<file path="src/rtl/dac_cmd_sequencer.sv">
`default_nettype none
// ============================================================================
// Module   : dac_cmd_sequencer
// Purpose  : Queues DAC write commands {chip, channel, 12-bit code} in a small
//            FIFO and feeds them one at a time to the I2C DAC write generator.
//            For each command it holds chip_id_out/dac_id_out/vol_out stable,
//            stretches start_out, and then waits for the writer's busy to rise
//            and fall. After that it inserts an idle gap before the next
//            command. If either wait runs too long, it sets a sticky timeout
//            flag and drops the command.
// Ports    : clk_in, reset_in (sync, active high)
//            cmd_valid_in/cmd_ready_out, cmd_chip_in, cmd_dac_in, cmd_vol_in
//            chip_id_out, dac_id_out, vol_out, start_out   (to writer)
//            writer_busy_in                                (from writer, async)
//            busy_out, fifo_count_out, done_pulse_out
//            timeout_err_out, err_clear_in
// Options  : DAC_VOL_CLAMP_EN - when defined, loaded codes are clamped to
//            VOL_MAX. When undefined, codes pass through unchanged.
// Revision : 1.0 - initial release
// ============================================================================
module dac_cmd_sequencer #(
    parameter int FIFO_DEPTH     = 8,
    parameter int START_HOLD     = 128,
    parameter int GAP_CYCLES     = 256,
    parameter int TIMEOUT_CYCLES = 1000000,
    parameter int VOL_MAX        = 4095
) (
    input  logic                          clk_in,
    input  logic                          reset_in,
    input  logic                          cmd_valid_in,
    output logic                          cmd_ready_out,
    input  logic                          cmd_chip_in,
    input  logic [3:0]                    cmd_dac_in,
    input  logic [11:0]                   cmd_vol_in,
    output logic                          chip_id_out,
    output logic [3:0]                    dac_id_out,
    output logic [11:0]                   vol_out,
    output logic                          start_out,
    input  logic                          writer_busy_in,
    output logic                          busy_out,
    output logic [$clog2(FIFO_DEPTH):0]   fifo_count_out,
    output logic                          done_pulse_out,
    output logic                          timeout_err_out,
    input  logic                          err_clear_in
);

    localparam int c_AW   = $clog2(FIFO_DEPTH);
    localparam int c_TMAX = (TIMEOUT_CYCLES > START_HOLD)
                          ? ((TIMEOUT_CYCLES > GAP_CYCLES) ? TIMEOUT_CYCLES : GAP_CYCLES)
                          : ((START_HOLD > GAP_CYCLES) ? START_HOLD : GAP_CYCLES);
    localparam int c_CW   = $clog2(c_TMAX) + 1;

    localparam logic [c_AW:0]   c_DEPTH        = (c_AW + 1)'(FIFO_DEPTH);
    localparam logic [c_CW-1:0] c_START_LAST   = c_CW'(START_HOLD - 1);
    localparam logic [c_CW-1:0] c_GAP_LAST     = c_CW'(GAP_CYCLES - 1);
    localparam logic [c_CW-1:0] c_TIMEOUT_LAST = c_CW'(TIMEOUT_CYCLES - 1);
    localparam logic [11:0]     c_VOL_MAX      = VOL_MAX[11:0];

    localparam logic [2:0] c_ST_IDLE      = 3'd0;
    localparam logic [2:0] c_ST_LOAD      = 3'd1;
    localparam logic [2:0] c_ST_START     = 3'd2;
    localparam logic [2:0] c_ST_WAIT_BUSY = 3'd3;
    localparam logic [2:0] c_ST_WAIT_DONE = 3'd4;
    localparam logic [2:0] c_ST_GAP       = 3'd5;

    logic [2:0]      r_state;
    logic [2:0]      w_next_state;
    logic [c_CW-1:0] r_cnt;
    logic            r_busy_meta;
    logic            r_busy_sync;
    logic            w_set_err;
    logic            w_done;

    // Each FIFO entry is packed as {chip, dac[3:0], vol[11:0]}.
    logic [16:0]     r_mem [FIFO_DEPTH];
    logic [c_AW-1:0] r_wr_ptr;
    logic [c_AW-1:0] r_rd_ptr;
    logic [c_AW:0]   r_count;
    logic            w_push;
    logic            w_pop;
    logic [16:0]     w_head;
    logic [11:0]     w_load_vol;

    logic            r_chip;
    logic [3:0]      r_dac;
    logic [11:0]     r_vol;
    logic            r_done;
    logic            r_err;

    // Ready comes from the registered count. A full FIFO therefore refuses a
    // push even in the cycle where LOAD pops an entry.
    assign cmd_ready_out = (r_count != c_DEPTH);
    assign w_push        = cmd_valid_in && cmd_ready_out;
    assign w_pop         = (r_state == c_ST_LOAD);
    assign w_head        = r_mem[r_rd_ptr];

`ifdef DAC_VOL_CLAMP_EN
    assign w_load_vol = (w_head[11:0] > c_VOL_MAX) ? c_VOL_MAX : w_head[11:0];
`else
    assign w_load_vol = w_head[11:0];
    wire w_unused_vol_max = ^c_VOL_MAX;
`endif

    always_ff @(posedge clk_in) begin
        if (w_push) begin
            r_mem[r_wr_ptr] <= {cmd_chip_in, cmd_dac_in, cmd_vol_in};
        end
    end

    always_ff @(posedge clk_in) begin
        if (reset_in) begin
            r_wr_ptr <= '0;
            r_rd_ptr <= '0;
            r_count  <= '0;
        end else begin
            if (w_push) begin
                r_wr_ptr <= r_wr_ptr + 1'b1;
            end
            if (w_pop) begin
                r_rd_ptr <= r_rd_ptr + 1'b1;
            end
            if (w_push && !w_pop) begin
                r_count <= r_count + 1'b1;
            end else if (w_pop && !w_push) begin
                r_count <= r_count - 1'b1;
            end
        end
    end

    // writer_busy_in comes from another clock domain.
    always_ff @(posedge clk_in) begin
        if (reset_in) begin
            r_busy_meta <= 1'b0;
            r_busy_sync <= 1'b0;
        end else begin
            r_busy_meta <= writer_busy_in;
            r_busy_sync <= r_busy_meta;
        end
    end

    always_comb begin
        w_next_state = r_state;
        w_set_err    = 1'b0;
        w_done       = 1'b0;
        case (r_state)
            c_ST_IDLE: begin
                if (r_count != '0) begin
                    w_next_state = c_ST_LOAD;
                end
            end
            c_ST_LOAD: begin
                w_next_state = c_ST_START;
            end
            c_ST_START: begin
                if (r_cnt == c_START_LAST) begin
                    w_next_state = c_ST_WAIT_BUSY;
                end
            end
            c_ST_WAIT_BUSY: begin
                if (r_busy_sync) begin
                    w_next_state = c_ST_WAIT_DONE;
                end else if (r_cnt == c_TIMEOUT_LAST) begin
                    w_set_err    = 1'b1;
                    w_next_state = c_ST_GAP;
                end
            end
            c_ST_WAIT_DONE: begin
                if (!r_busy_sync) begin
                    w_done       = 1'b1;
                    w_next_state = c_ST_GAP;
                end else if (r_cnt == c_TIMEOUT_LAST) begin
                    w_set_err    = 1'b1;
                    w_next_state = c_ST_GAP;
                end
            end
            c_ST_GAP: begin
                if (r_cnt == c_GAP_LAST) begin
                    w_next_state = c_ST_IDLE;
                end
            end
            default: begin
                w_next_state = c_ST_IDLE;
            end
        endcase
    end

    // One shared cycle counter. It restarts on every state change, so each
    // timed state (START, both waits, GAP) measures from its own entry. It
    // saturates rather than wrapping.
    always_ff @(posedge clk_in) begin
        if (reset_in) begin
            r_state <= c_ST_IDLE;
            r_cnt   <= '0;
        end else begin
            r_state <= w_next_state;
            if (w_next_state != r_state) begin
                r_cnt <= '0;
            end else if (r_cnt != '1) begin
                r_cnt <= r_cnt + 1'b1;
            end
        end
    end

    always_ff @(posedge clk_in) begin
        if (reset_in) begin
            r_chip <= 1'b0;
            r_dac  <= 4'd0;
            r_vol  <= 12'd0;
            r_done <= 1'b0;
            r_err  <= 1'b0;
        end else begin
            if (w_pop) begin
                r_chip <= w_head[16];
                r_dac  <= w_head[15:12];
                r_vol  <= w_load_vol;
            end
            r_done <= w_done;
            // A new timeout takes priority over a clear in the same cycle.
            if (w_set_err) begin
                r_err <= 1'b1;
            end else if (err_clear_in) begin
                r_err <= 1'b0;
            end
        end
    end

    assign chip_id_out     = r_chip;
    assign dac_id_out      = r_dac;
    assign vol_out         = r_vol;
    assign start_out       = (r_state == c_ST_START);
    assign busy_out        = (r_state != c_ST_IDLE);
    assign fifo_count_out  = r_count;
    assign done_pulse_out  = r_done;
    assign timeout_err_out = r_err;

endmodule
`default_nettype wire
</file>
<file path="config.mk">
export PLATFORM = sky130hd
export DESIGN_NAME = dac_cmd_sequencer
export DESIGN_NICKNAME = d
export VERILOG_FILES = /design/src/rtl/dac_cmd_sequencer.sv
export SDC_FILE = /design/constraint.sdc
export NUM_CORES = 1
export LEC_CHECK = 0
export CORE_MARGIN = 2
export CORE_UTILIZATION = 25
export CTS_BUF_LIST = sky130_fd_sc_hd__clkbuf_4 sky130_fd_sc_hd__clkbuf_8 sky130_fd_sc_hd__clkbuf_16
export CTS_CLUSTER_DIAMETER = 150
export CTS_CLUSTER_SIZE = 20
export DETAILED_ROUTE_END_ITERATION = 8
export RECOVER_POWER = 100
export SKIP_LAST_GASP = 1
export SLEW_MARGIN = 25
export SYNTH_ARGS = -nofsm -noshare
export SYNTH_HDL_FRONTEND = slang
export SYNTH_SLANG_ARGS = --single-unit
</file>
<file path="constraint.sdc">
create_clock -name clk_in -period 4 [get_ports clk_in]
set_clock_uncertainty 0.2 [all_clocks]
set_input_delay 0.8 -clock clk_in [delete_from_list [all_inputs] [get_ports clk_in]]
set_output_delay 0.8 -clock clk_in [all_outputs]
set_load 0.005 [all_outputs]
</file>
; Word level (Yosys, flattened, before mapping)
; Memories as Yosys holds them, arrays and structs flattened. A register that Yosys moved wholly into a read port is not among the register bits.
; Index checks and enable logic that the tools add are counted.
[totals]
register_bits = 38
ram_bits = 136
out_inout_bits = 26
wordCells = 57
memories = 1
[op_classes]
addsub = 5
eq_ne = 11
n_mux = 18
bitwise = 1
reduce_logical = 12
[mem_list]
columns = memory, words, word_bits, read_ports, rd_ports_with_merged_regs, write_ports, line_no
row1 = r_mem, 8, 17, 1, 1, 1, 75  ; logic [16:0] r_mem [FIFO_DEPTH];
[op_table]
columns = cell, count
row1 = "21-bit by 1-bit adder with 21-bit output, second input constant", 1
row2 = "21-bit by 20-bit equality test with 1-bit output, second input constant", 1
row3 = "21-bit by 7-bit equality test with 1-bit output, second input constant", 1
row4 = "21-bit by 8-bit equality test with 1-bit output, second input constant", 1
row5 = "21-bit != test, second input constant", 1
row6 = 3-bit two-way mux, 6
row7 = 3-bit one-hot mux with 6 select lines, 1
row8 = 1-bit two-way mux, 8
row9 = 4-bit two-way mux, 2
row10 = "3-bit by 1-bit adder with 3-bit output, second input constant", 2
row11 = "3-bit by 2-bit equality test with 1-bit output, second input constant", 2
row12 = "3-bit equality test, second input constant", 2
row13 = "4-bit by 1-bit adder with 4-bit output, second input constant", 1
row14 = "4-bit != test, second input constant", 1
row15 = 2-bit nonzero test, 2
row16 = 4-bit nonzero test, 1
row17 = 2-bit OR reduction, 2
row18 = "4-bit by 1-bit subtractor with 4-bit output, second input constant", 1
row19 = "3-bit by 1-bit equality test with 1-bit output, second input constant", 1
row20 = 1-bit logical AND, 3
row21 = 3-bit zero test, 1
row22 = 3-bit != test, 1
row23 = 3-bit nonzero test, 1
row24 = 1-bit zero test, 2
row25 = other kinds (2), 2

; Longest topological paths before layout
; Gate-level depths: netlist (run 1).
[depth]
ltp_word = 6
mapped_depth = 13

; Worst setup path before layout (run 1)
; No wires, ideal clock.
[synth_path]
path_kind = in2reg
startpoint = input cmd_valid_in
endpoint = memory r_mem[4][0], enable pin
setup_ps = 441
arrival_ps = 2756
required_time_ps = 3359
slack_ps = 604
stages = 2
path_buffers = 0
path_cell_list = nand2_1 nor4b_1
[synth_between]
elab_chain_cells = 3
[synth_rtl]
columns = item, line_no
row1 = "start, declared", 30  ; input logic cmd_valid_in,
row2 = 1-bit logical AND, 93  ; assign w_push = cmd_valid_in && cmd_ready_out;
row3 = 1-bit two-way mux, 105  ; if (w_push) begin
row4 = 1-bit two-way mux (not written as such), 106  ; r_mem[r_wr_ptr] <= {cmd_chip_in, cmd_dac_in, cmd_vol_in};
row5 = "end, declared", 75
; Every way passes these cells.

; Worst setup path after layout (run 1)
[layout_path]
startpoint = input cmd_valid_in
endpoint = memory r_mem[3][13], enable pin
[layout_between]
elab_chain_cells = 3
[layout_rtl]
columns = item, line_no
row1 = 1-bit logical AND, 93
row2 = net w_push, 79  ; logic w_push;
row3 = 1-bit two-way mux, 105
row4 = 1-bit two-way mux (not written as such), 106
; The timed path passes the listed nets, and every way through them passes these cells.

==> results of run 1 <==
-- per-layer routing --
layer	up-vias	wire, um
li1	2030	-
met1	2175	7241
met2	78	7389
met3	8	593
met4	2	73
met5	-	11
-- metrics by stage --
stage               power (mW)  setup WS (ps)
floorplan                3.272          603.6
global placement         3.707          631.6
detailed placement       3.723          612.8
CTS                      5.488           1048
global route             5.641          593.8
finish                   5.347          764.3
-- where the power goes --
group | internal [mW] | switching [mW] | total (mW)
combinational | 0.550 | 0.591 | 1.14
sequential | 2.30 | 0.153 | 2.46
clock | 0.918 | 0.833 | 1.75
total | 3.77 | 1.58 | 5.35
-- Yosys cell counts (5+ instances only) --
cell type,count,area (sq um)
sky130_fd_sc_hd__edfxtp_1,136,4084
sky130_fd_sc_hd__dfxtp_1,55,1101
sky130_fd_sc_hd__nor2_1,43,161.4
sky130_fd_sc_hd__mux4_2,34,765.7
sky130_fd_sc_hd__nor3_1,33,165.2
sky130_fd_sc_hd__mux2i_1,22,220.2
sky130_fd_sc_hd__nand2_1,22,82.58
sky130_fd_sc_hd__clkbuf_1,19,71.32
sky130_fd_sc_hd__a211oi_1,18,135.1
sky130_fd_sc_hd__xnor2_1,15,131.4
sky130_fd_sc_hd__a21oi_1,12,60.06
sky130_fd_sc_hd__nand3_1,10,50.05
sky130_fd_sc_hd__buf_2,6,30.03
sky130_fd_sc_hd__ha_1,6,75.07
sky130_fd_sc_hd__inv_1,6,22.52
sky130_fd_sc_hd__xor2_1,6,52.55
sky130_fd_sc_hd__nor4_1,5,31.28
sky130_fd_sc_hd__or3_1,5,31.28
-- cell type report --
type                            instances  area [sq um]
Multi-Input combinational cell        270          2310
Timing Repair Buffer                   64         555.5
Clock buffer                           17         425.4
Tap cell                              390         488.0
Inverter                                6         22.52
Fill cell                            2948         20680
Clock inverter                         15         212.7
Sequential cell                       191          5185
-- kinds of logic after synthesis --
kind of cell / share of synthesized area, %
AOI/OAI and AO/OA: 3.840
and+or+nand+nor: 9.698
muxes: 12.93
adders and majority gates: 1.247
buffers and inverters: 1.871
xor gates and xnor gates: 2.412
DFF: 68.00
-- worst max path at each step --
stage	to	depth (start not counted)	from
detailed placement	fifo_count_out[3]	11	cmd_valid_in
global placement	fifo_count_out[3]	11	cmd_valid_in
floorplan	r_mem[4][0]	2	cmd_valid_in
global route	r_cnt[2]	5	reset_in
CTS	fifo_count_out[3]	11	cmd_valid_in
finish	r_mem[3][13]	6	cmd_valid_in
-- critical path, stage by stage --
cell and delay (ps):
sky130_fd_sc_hd__dlygate4sd3_1 530, sky130_fd_sc_hd__nand2_1 140, sky130_fd_sc_hd__inv_1 200, sky130_fd_sc_hd__nand2_1 170, sky130_fd_sc_hd__nor3b_1 220, sky130_fd_sc_hd__clkbuf_1 990
-- flip-flops by register name, summed over array words and instances (netlist names), 3 cells and up --
signal and flops:
r_mem 136, r_state 3, fifo_count_out 4, r_wr_ptr 3
dac_id_out 4, vol_out 12, r_rd_ptr 3, r_cnt 21
==> Flow_metrics.wiki, run 1 <==
{| class="wikitable"
! Metric !! Value
|-
| Run status || finished with violations
|-
| Failing checks || capacitance limit, slew limit
|-
| Static Leakage || just under 3 nW
|-
| HPWL after DPL || between 9 and 10 mm
|-
| DRC marker count from the first detailed-route iteration || between 200 and 250
|-
| Post-Route Utilization || between 30% and 40%
|-
| Horizontal die dimension || about 180 um
|-
| Min-Delay Endpoint || r_busy_sync
|-
| Signal arrival time at the worst endpoint || approximately 3100 ps
|-
| Maximum level of the CTS H-tree || 4
|-
| Post-Syn Area || ~7600 sq um
|-
| Portion of the clock cycle consumed by the worst path in the final layout || 80.89%
|-
| Maximum buffer depth of the clock tree || 2
|-
| RSZ-0062 raised after global routing || no
|-
| Wirelength, routed || between 15 and 20 mm
|-
| Number of buffers added for setup after CTS || 0
|-
| Terminus of the critical flop-to-flop path || dac_id_out[1]
|-
| Remaining number of nets flagged by the antenna check after routing || 0
|-
| Clock transition at the registers of the reported paths || 70 ps
|-
| Number of vias per cell after detailed routing || roughly 4.5
|-
| Avg Synthesized Cell Area || around 15 sq um
|-
| Syn nets || 524
|-
| Floorplan die area || approximately 32000 sq um
|-
| Worst max-slew margin expressed relative to the limit || -32.60%
|-
| Router iterations before antenna repair || 4
|-
| Port Buf Inserts || between 40 and 50
|-
| Cell Pwr Density || slightly below 600 nW/um^2
|-
| Layout-stage area growth over the synthesis result || 20.64%
|-
| Sort of element at the start of the critical path || input pin
|-
| Min Hold Slack || around 260 ps
|-
| Max-slew violation total from the final report || 38
|-
| Total of endpoints with negative setup slack in the final report || 0
|-
| Most common cell after layout, fill and taps aside || sky130_fd_sc_hd__edfxtp_1
|-
| Unique masters post-synth || between 40 and 50
|-
| Number of buffers created by CTS || 17
|-
| # resized after CTS || 0
|-
| Length in cells of the worst reg-to-reg path || 4
|-
| Total clock sinks || between 150 and 200
|-
| Number of warnings reported in the yosys synthesis log || 0
|-
| Summed negative setup slack over all endpoints || 0 ps
|-
| Average detailed-routed wire length per instance || about 16 um
|-
| Number of nets in the finished design || just under 600
|-
| Final Hold Violating Endpoints || 0
|-
| Via count of the first global-routing pass || ~4300
|-
| Async SR Flop Fraction || 0%
|-
| Initial cell density of the core || approximately a quarter
|-
| Total routing usage reported by global routing || roughly a tenth
|-
| Final worst path period need || about 3200 ps
|-
| DRC viols || 0
|-
| Cts-stage hold buffer count || 0
|-
| VDD IR-drop max || roughly 0.37 mV
|-
| Number of instances in the placed design || a little over 900
|-
| Detailed-route via count || 4293
|-
| Total placed instance area || between 8000 and 9000 sq um
|-
| Antenna fix cells || 0
|-
| Routability congestion estimate from global placement || slightly above 0.7
|-
| Cell at the root of the clock tree || sky130_fd_sc_hd__clkbuf_16
|-
| Fmax || 309.1 MHz
|-
| Total grt overflow || 0
|-
| Max-cap check violation count || 1
|-
| Final Cell Area || around 9000 sq um
|-
| Core ar. || 29870 sq um
|-
| Wire length of the first global-routing pass || 24.10 mm
|-
| Most frequently used flop master after synthesis || sky130_fd_sc_hd__edfxtp_1
|-
| Global-route track usage on met3 || approximately 2.9%
|-
| Setup crit end kind || register
|-
| R2R Path Start || r_rd_ptr[0]
|-
| Fraction of layout instances using a drive strength above 1 || roughly 15%
|-
| Hold Crit Class || register to register
|-
| Vertical die dimension || roughly 180 um
|-
| CTS tree || yes
|-
| Post-route insts no fill || roughly 950
|-
| # rows || 63
|-
| Count of boundary I/O pins || 48
|-
| Most utilized layer in the global route result || met2
|-
| Post-synth EDFFs || 136
|-
| Global routing usage on met2 || 16.36%
|-
| Worst Path Max Fanout || 17
|-
| Met1 track utilization from global routing || a little over an eighth
|-
| Antenna violations before repair || 2
|-
| Most frequent cells in the layout || 136 x sky130_fd_sc_hd__edfxtp_1, 55 x sky130_fd_sc_hd__dfxtp_1, 44 x sky130_fd_sc_hd__dlygate4sd3_1
|-
| Synthesized flop and latch total || 191
|-
| Post-synthesis instance total || 495
|-
| Endpoint required time on the critical path || ~3800 ps
|-
| Start point of the worst min-delay path || r_busy_meta
|-
| Clock Latency Late Sink || around 420 ps
|-
| Worst setup slack for register-to-register paths || between 900 and 1000 ps
|-
| Sequential-to-total area share from yosys stat || ~68%
|-
| Worst Tran Pin Value || between 1500 and 2000 ps
|-
| Largest net degree at the start of global routing || 38
|-
| Crit Path Class || input pin to register
|-
| Cell depth of the worst min-delay path || 1
|}
Power figures use the tool's default switching activity.
==> run 2, diff against run 1 <==
==> constraint.sdc (replaced) <==
create_clock -name clk_in -period 2.9 [get_ports clk_in]
set_clock_uncertainty 0.2 [all_clocks]
set_input_delay 0.58 -clock clk_in [delete_from_list [all_inputs] [get_ports clk_in]]
set_output_delay 0.58 -clock clk_in [all_outputs]
set_load 0.005 [all_outputs]
==> run 2 against run 1 <==
  * Non-clock buffer count grew 17
  * Critical path type is now register to output pin
  * Setup slack lost 510 ps
  * Via count grew 0.98%
  * The flow still finishes with violations (capacitance limit, slew limit)
  * Sequential power grew 36%
  * Flip-flop and latch count is the same
==> Flow_metrics.wiki, run 2 (synthesis gave the netlist of run 1 again) <==
{| class="wikitable"
! Metric !! Value
|-
| Run status || finished with violations
|-
| Failing checks || capacitance limit, slew limit
|-
| Cell Pwr Density || around 800 nW/um^2
|-
| HPWL after DPL || between 9 and 10 mm
|-
| Cell type of the slowest stage on the worst timing path || sky130_fd_sc_hd__dlygate4sd3_1
|-
| Crit Path Class || register to output pin
|-
| Wirelength, routed || ~16 mm
|-
| Number of nets in the finished design || slightly below 600
|-
| Total clock sinks || 191
|-
| Sort of element at the start of the critical path || register
|-
| Share of power burned in the clock network || a little under a third
|-
| Clock Latency Late Sink || 430 ps
|-
| Total grt overflow || 0
|-
| Fill cell instance count of the final layout || 2928
|-
| Share of total power in sequential cells || 46.1%
|-
| Setup crit end kind || output pin
|-
| Max FFs per register || between 100 and 150
|-
| Summed negative setup slack over all endpoints || 0 ps
|-
| Part of the power in combinational logic || approximately a quarter
|-
| Average detailed-routed wire length per instance || 16.11 um
|-
| R2R Path Start || r_cnt[0]
|-
| Antenna fix cells || 0
|-
| Bufs and invs on worst path || 1
|-
| Layout-stage area growth over the synthesis result || 20.82%
|-
| Maximum buffer depth of the clock tree || 2
|-
| Via count of the first global-routing pass || approximately 4300
|-
| Maximum level of the CTS H-tree || 4
|-
| Horizontal die dimension || between 150 and 200 um
|-
| Clock transition at the registers of the reported paths || 80 ps
|-
| Reg with most FFs || r_mem
|-
| Maximum cell stage delay along the critical path || about 630 ps
|-
| Max-cap check violation count || 1
|-
| Cell at the root of the clock tree || sky130_fd_sc_hd__clkbuf_16
|-
| Internal power contribution || a little over 5 mW
|-
| Final worst path period need || around 2600 ps
|-
| Remaining number of nets flagged by the antenna check after routing || 0
|-
| Start point of the worst min-delay path || r_busy_meta
|-
| Number of vias per cell after detailed routing || 4.474
|-
| Portion of the clock cycle consumed by the worst path in the final layout || between 90% and 100%
|-
| Core ar. || approximately 30000 sq um
|-
| Sw Ratio || between 20% and 30%
|-
| Most frequent cells in the layout || 136 x sky130_fd_sc_hd__edfxtp_1, 54 x sky130_fd_sc_hd__dfxtp_1, 43 x sky130_fd_sc_hd__nor2_1
|-
| Worst max-slew margin expressed relative to the limit || -3.368%
|-
| Count of boundary I/O pins || 48
|-
| # rows || between 60 and 70
|-
| DRC viols || 0
|-
| Largest net degree at the start of global routing || 38
|-
| Total design power || 7.245 mW
|-
| Total of endpoints with negative setup slack in the final report || 0
|-
| Total routing usage reported by global routing || 10.35%
|-
| Crit path cell chain || nor3b_1, dlygate4sd3_1
|-
| CTS tree || yes
|-
| Router iterations before antenna repair || 5
|-
| Antenna violations before repair || 0
|-
| Initial cell density of the core || 25.52%
|-
| Number of buffers created by CTS || 17
|-
| Worst path top cell family by delay || buffers and inverters
|-
| Floorplan die area || around 32000 sq um
|-
| Launching instance or port of the critical path || r_state[1]
|-
| Hold Crit Class || register to register
|-
| Switch Pwr || around 2.1 mW
|-
| Most common cell after layout, fill and taps aside || sky130_fd_sc_hd__edfxtp_1
|-
| Static Leakage || approximately 3 nW
|-
| Port Buf Inserts || 47
|-
| Signal arrival time at the worst endpoint || 1870 ps
|-
| RSZ-0062 raised after global routing || no
|-
| Vertical die dimension || roughly 180 um
|-
| Worst Tran Pin Value || about 1600 ps
|-
| Final Hold Violating Endpoints || 0
|-
| Endpoint required time on the critical path || between 2000 and 2500 ps
|-
| VDD IR-drop max || approximately 0.43 mV
|-
| Max-slew violation total from the final report || 25
|-
| Worst Path Max Fanout || 10
|-
| Fmax || 377.8 MHz
|-
| Routability congestion estimate from global placement || approximately 0.74
|-
| Detailed-route via count || approximately 4300
|-
| DRC marker count from the first detailed-route iteration || 275
|-
| Wire length of the first global-routing pass || between 20 and 25 mm
|-
| Fraction of layout instances using a drive strength above 1 || 15.89%
|}
==> run 2: changes by cell type in the layout (fill, tap and decap cells not counted), sizes merged <==
cell           previous run  this run
buf                       7        14
bufinv                    1         0
clkbuf                   28        41
clkdlybuf4s50             2         4
clkinv                    8         3
clkinvlp                  0         1
dlygate4sd3              44        42
inv                      12        13
==> run 2: final timing paths <==
check	end	slack, ps	cells after the start
worst max-delay path	start_out	250	2
worst min-delay path	r_busy_sync	270	1
worst min register to register	r_busy_sync	270	1
worst max register to register	r_cnt[20]	290	8
==> run 2: stage by stage <==
stage	cell area (sq um)	worst slack (ps)	utilization [%]	hold slack, ps	cells
2_1_floorplan	7651	32.37	-	213.8	495
3_3_place_gp	8792	44.41	29.43	244.3	938
3_5_place_dp	8792	53.38	29.43	241.1	938
4_1_cts	9348	261.4	31.29	267.4	969
5_1_grt	9213	78.65	30.84	281.3	969
6_report	9213	253.0	30.84	266.2	969
==> run 2: area by class of cell <==
cell class                      count  area, sq um  area share (%)
Clock buffer                       20        460.4           4.998
Sequential cell                   191         5186           56.29
Tap cell                          390        488.0           5.297
Multi-Input combinational cell    270         2297           24.94
Clock inverter                     11        95.09           1.032
Timing Repair Buffer               81        663.1           7.198
Inverter                            6        22.52          0.2445
==> run 2: power by group through the flow <==
| stage | sequential (mW) | combinational, mW | clock, mW |
|---|---|---|---|
| floorplan | 3.34 | 1.18 | 0 |
| CTS | 3.35 | 1.82 | 2.30 |
| detailed placement | 3.41 | 1.81 | 0 |
| global placement | 3.40 | 1.80 | 0 |
| global route | 3.37 | 1.89 | 2.40 |
| finish | 3.34 | 1.68 | 2.22 |
==> run 2: what timing repair did <==
action,4_1_cts,5_1_grt
hold buffers,0,0
setup buffers,0,0
resized for setup,0,1
hold endpoints to repair,0,0
endpoints found under the setup margin,0,1
==> run 2: metal layers <==
metal	GRT usage, %	vias to the layer above	part of all wire (%)
met5	0	-	0
met2	16.26	77	46
li1	-	2060	-
met3	2.451	12	3.7
met4	2.846	0	1.1
met1	14.28	2186	49
==> patch (flow settings as in run 2) <==
Reset style: asynchronous (`reset_in`), changed in 4 clocked blocks.
--- a/src/rtl/dac_cmd_sequencer.sv
+++ b/src/rtl/dac_cmd_sequencer.sv
@@ -108,5 +108,5 @@
     end
 
-    always_ff @(posedge clk_in) begin
+    always_ff @(posedge clk_in or posedge reset_in) begin
         if (reset_in) begin
             r_wr_ptr <= '0;
@@ -129,5 +129,5 @@
 
     // writer_busy_in comes from another clock domain.
-    always_ff @(posedge clk_in) begin
+    always_ff @(posedge clk_in or posedge reset_in) begin
         if (reset_in) begin
             r_busy_meta <= 1'b0;
@@ -188,5 +188,5 @@
     // timed state (START, both waits, GAP) measures from its own entry. It
     // saturates rather than wrapping.
-    always_ff @(posedge clk_in) begin
+    always_ff @(posedge clk_in or posedge reset_in) begin
         if (reset_in) begin
             r_state <= c_ST_IDLE;
@@ -202,5 +202,5 @@
     end
 
-    always_ff @(posedge clk_in) begin
+    always_ff @(posedge clk_in or posedge reset_in) begin
         if (reset_in) begin
             r_chip <= 1'b0;
Formal check against the unedited RTL: differs if reset_in is asserted again (counterexample within 4 cycles, from zero or initial values and one cycle with reset_in high); with reset_in held inactive, the same outputs for 10 cycles.
==> patch against run 2 <==
Worst setup slack worse by 75 ps; synthesized area up 1.9%; final cell count down 0.52%; sequential cell count unchanged; highest routed layer is now met5; wire length up 0.59%; critical path type unchanged; largest cell class unchanged; maximum frequency down 2.8%; design area up 2.2%; critical endpoint unchanged.
Power is not compared: it rests on default switching activity, and its combinational part moved more than twofold at a synthesized area within 25%.
==> patch: results (changes against run 2) <==
Parameter                              Value

Global routing
  Met1 track demand over resource in global routing ... 13.86% (-0.42 points)
  Fraction of met2 tracks used by global routing ... 16.23% (-0.035 points)
  First-pass GRT wire length ... 25,610 µm (+4.1%)
  Total routing usage reported by global routing ... 10.21% (-0.13 points)
  Global routing usage on met3 ... 2.284% (-0.17 points)

Synthesis
  Net count after synthesis ... 509 (-2.9%)
  Post-synthesis mux area share ... 12.59% (-0.34 points)
  Complex-gate fraction of the synthesized area ... 2.738% (-1.1 points)
  Distinct cell type count of the synthesized netlist ... 44 (+7.3%)
  Share of the yosys chip area belonging to registers ... 70.27% (+2.3 points)
  Commonest cells in the synthesized netlist ... edfxtp_1, dfrtp_1, nor2_1
  Async SR Flop Fraction ... 28.80% (+29 points)
  Synthesized-area fraction occupied by xor and xnor cells ... 2.818% (+0.41 points)
  Post-synthesis adder-cell area fraction ... 1.224% (-0.023 points)

Detailed routing
  Routed wl met2 ... 7612 µm (+5.7%)
  Met3 WL ... 730 µm (+26%)
  Detail-routed via count per cell ... 4.464 (-0.22%)
  Final routed wirelength across all metal layers ... 15,700 µm (+0.59%)
  Number of detailed-routing iterations run before antenna repair ... 8 (+3)
  Top layer in use ... met5

Setup path
  Arrival time of the worst setup path ... 1940 ps (+70 ps)
  Launch instance of the worst register-to-register path ... r_state[0]
  Reg2reg path depth ... 11 (+3)
  Flop-to-flop setup slack ... 320 ps (+30 ps)

STA
  Post-Route Hold Slack ... 199.6 ps (-66.61 ps)
  Pin slew with the least headroom to its limit ... 1046 ps (-504.8 ps)

Placed design
  Weighted congestion at the end of routability-driven global placement ... 0.7939 (+7.3%)

Hold path
  Endpoint of the worst hold-timing path ... r_busy_sync
  Startpoint of the worst hold path ... r_busy_meta
  Worst Hold Depth ... 0 (-1)

Run status
  Outcome ... finished clean

Final layout
  Final net count ... 584 (-2.0%)
patch: worst max-delay path by stage:
stage | start | endpoint | slack [ps]
floorplan | fifo_count_out[0] | r_mem[1][0] | 20
global placement | cmd_valid_in | fifo_count_out[3] | 120
detailed placement | cmd_valid_in | fifo_count_out[3] | 100
CTS | r_state[2] | start_out | 160
global route | r_state[2] | start_out | 40
finish | r_state[2] | start_out | 180
patch: layout make-up:
type	instances	area (µm²)
clock buffers	17	425.4
clock inverters	15	193.9
fillers	3045	21170
inverters	11	41.29
multi-input cells	256	2172
flip-flops and latches	191	5461
well taps	396	495.5
repair buffers	78	628.1
patch: through the flow:
step	instance area [µm²]	power (mW)	worst slack (ps)	instances
4_1_cts	9584	6.791	156.0	964
2_1_floorplan	7794	3.906	20.61	480
3_5_place_dp	8965	4.380	97.93	932
6_report	9418	6.578	177.8	964
5_1_grt	9418	6.889	38.50	964
3_3_place_gp	8965	4.360	118.6	932
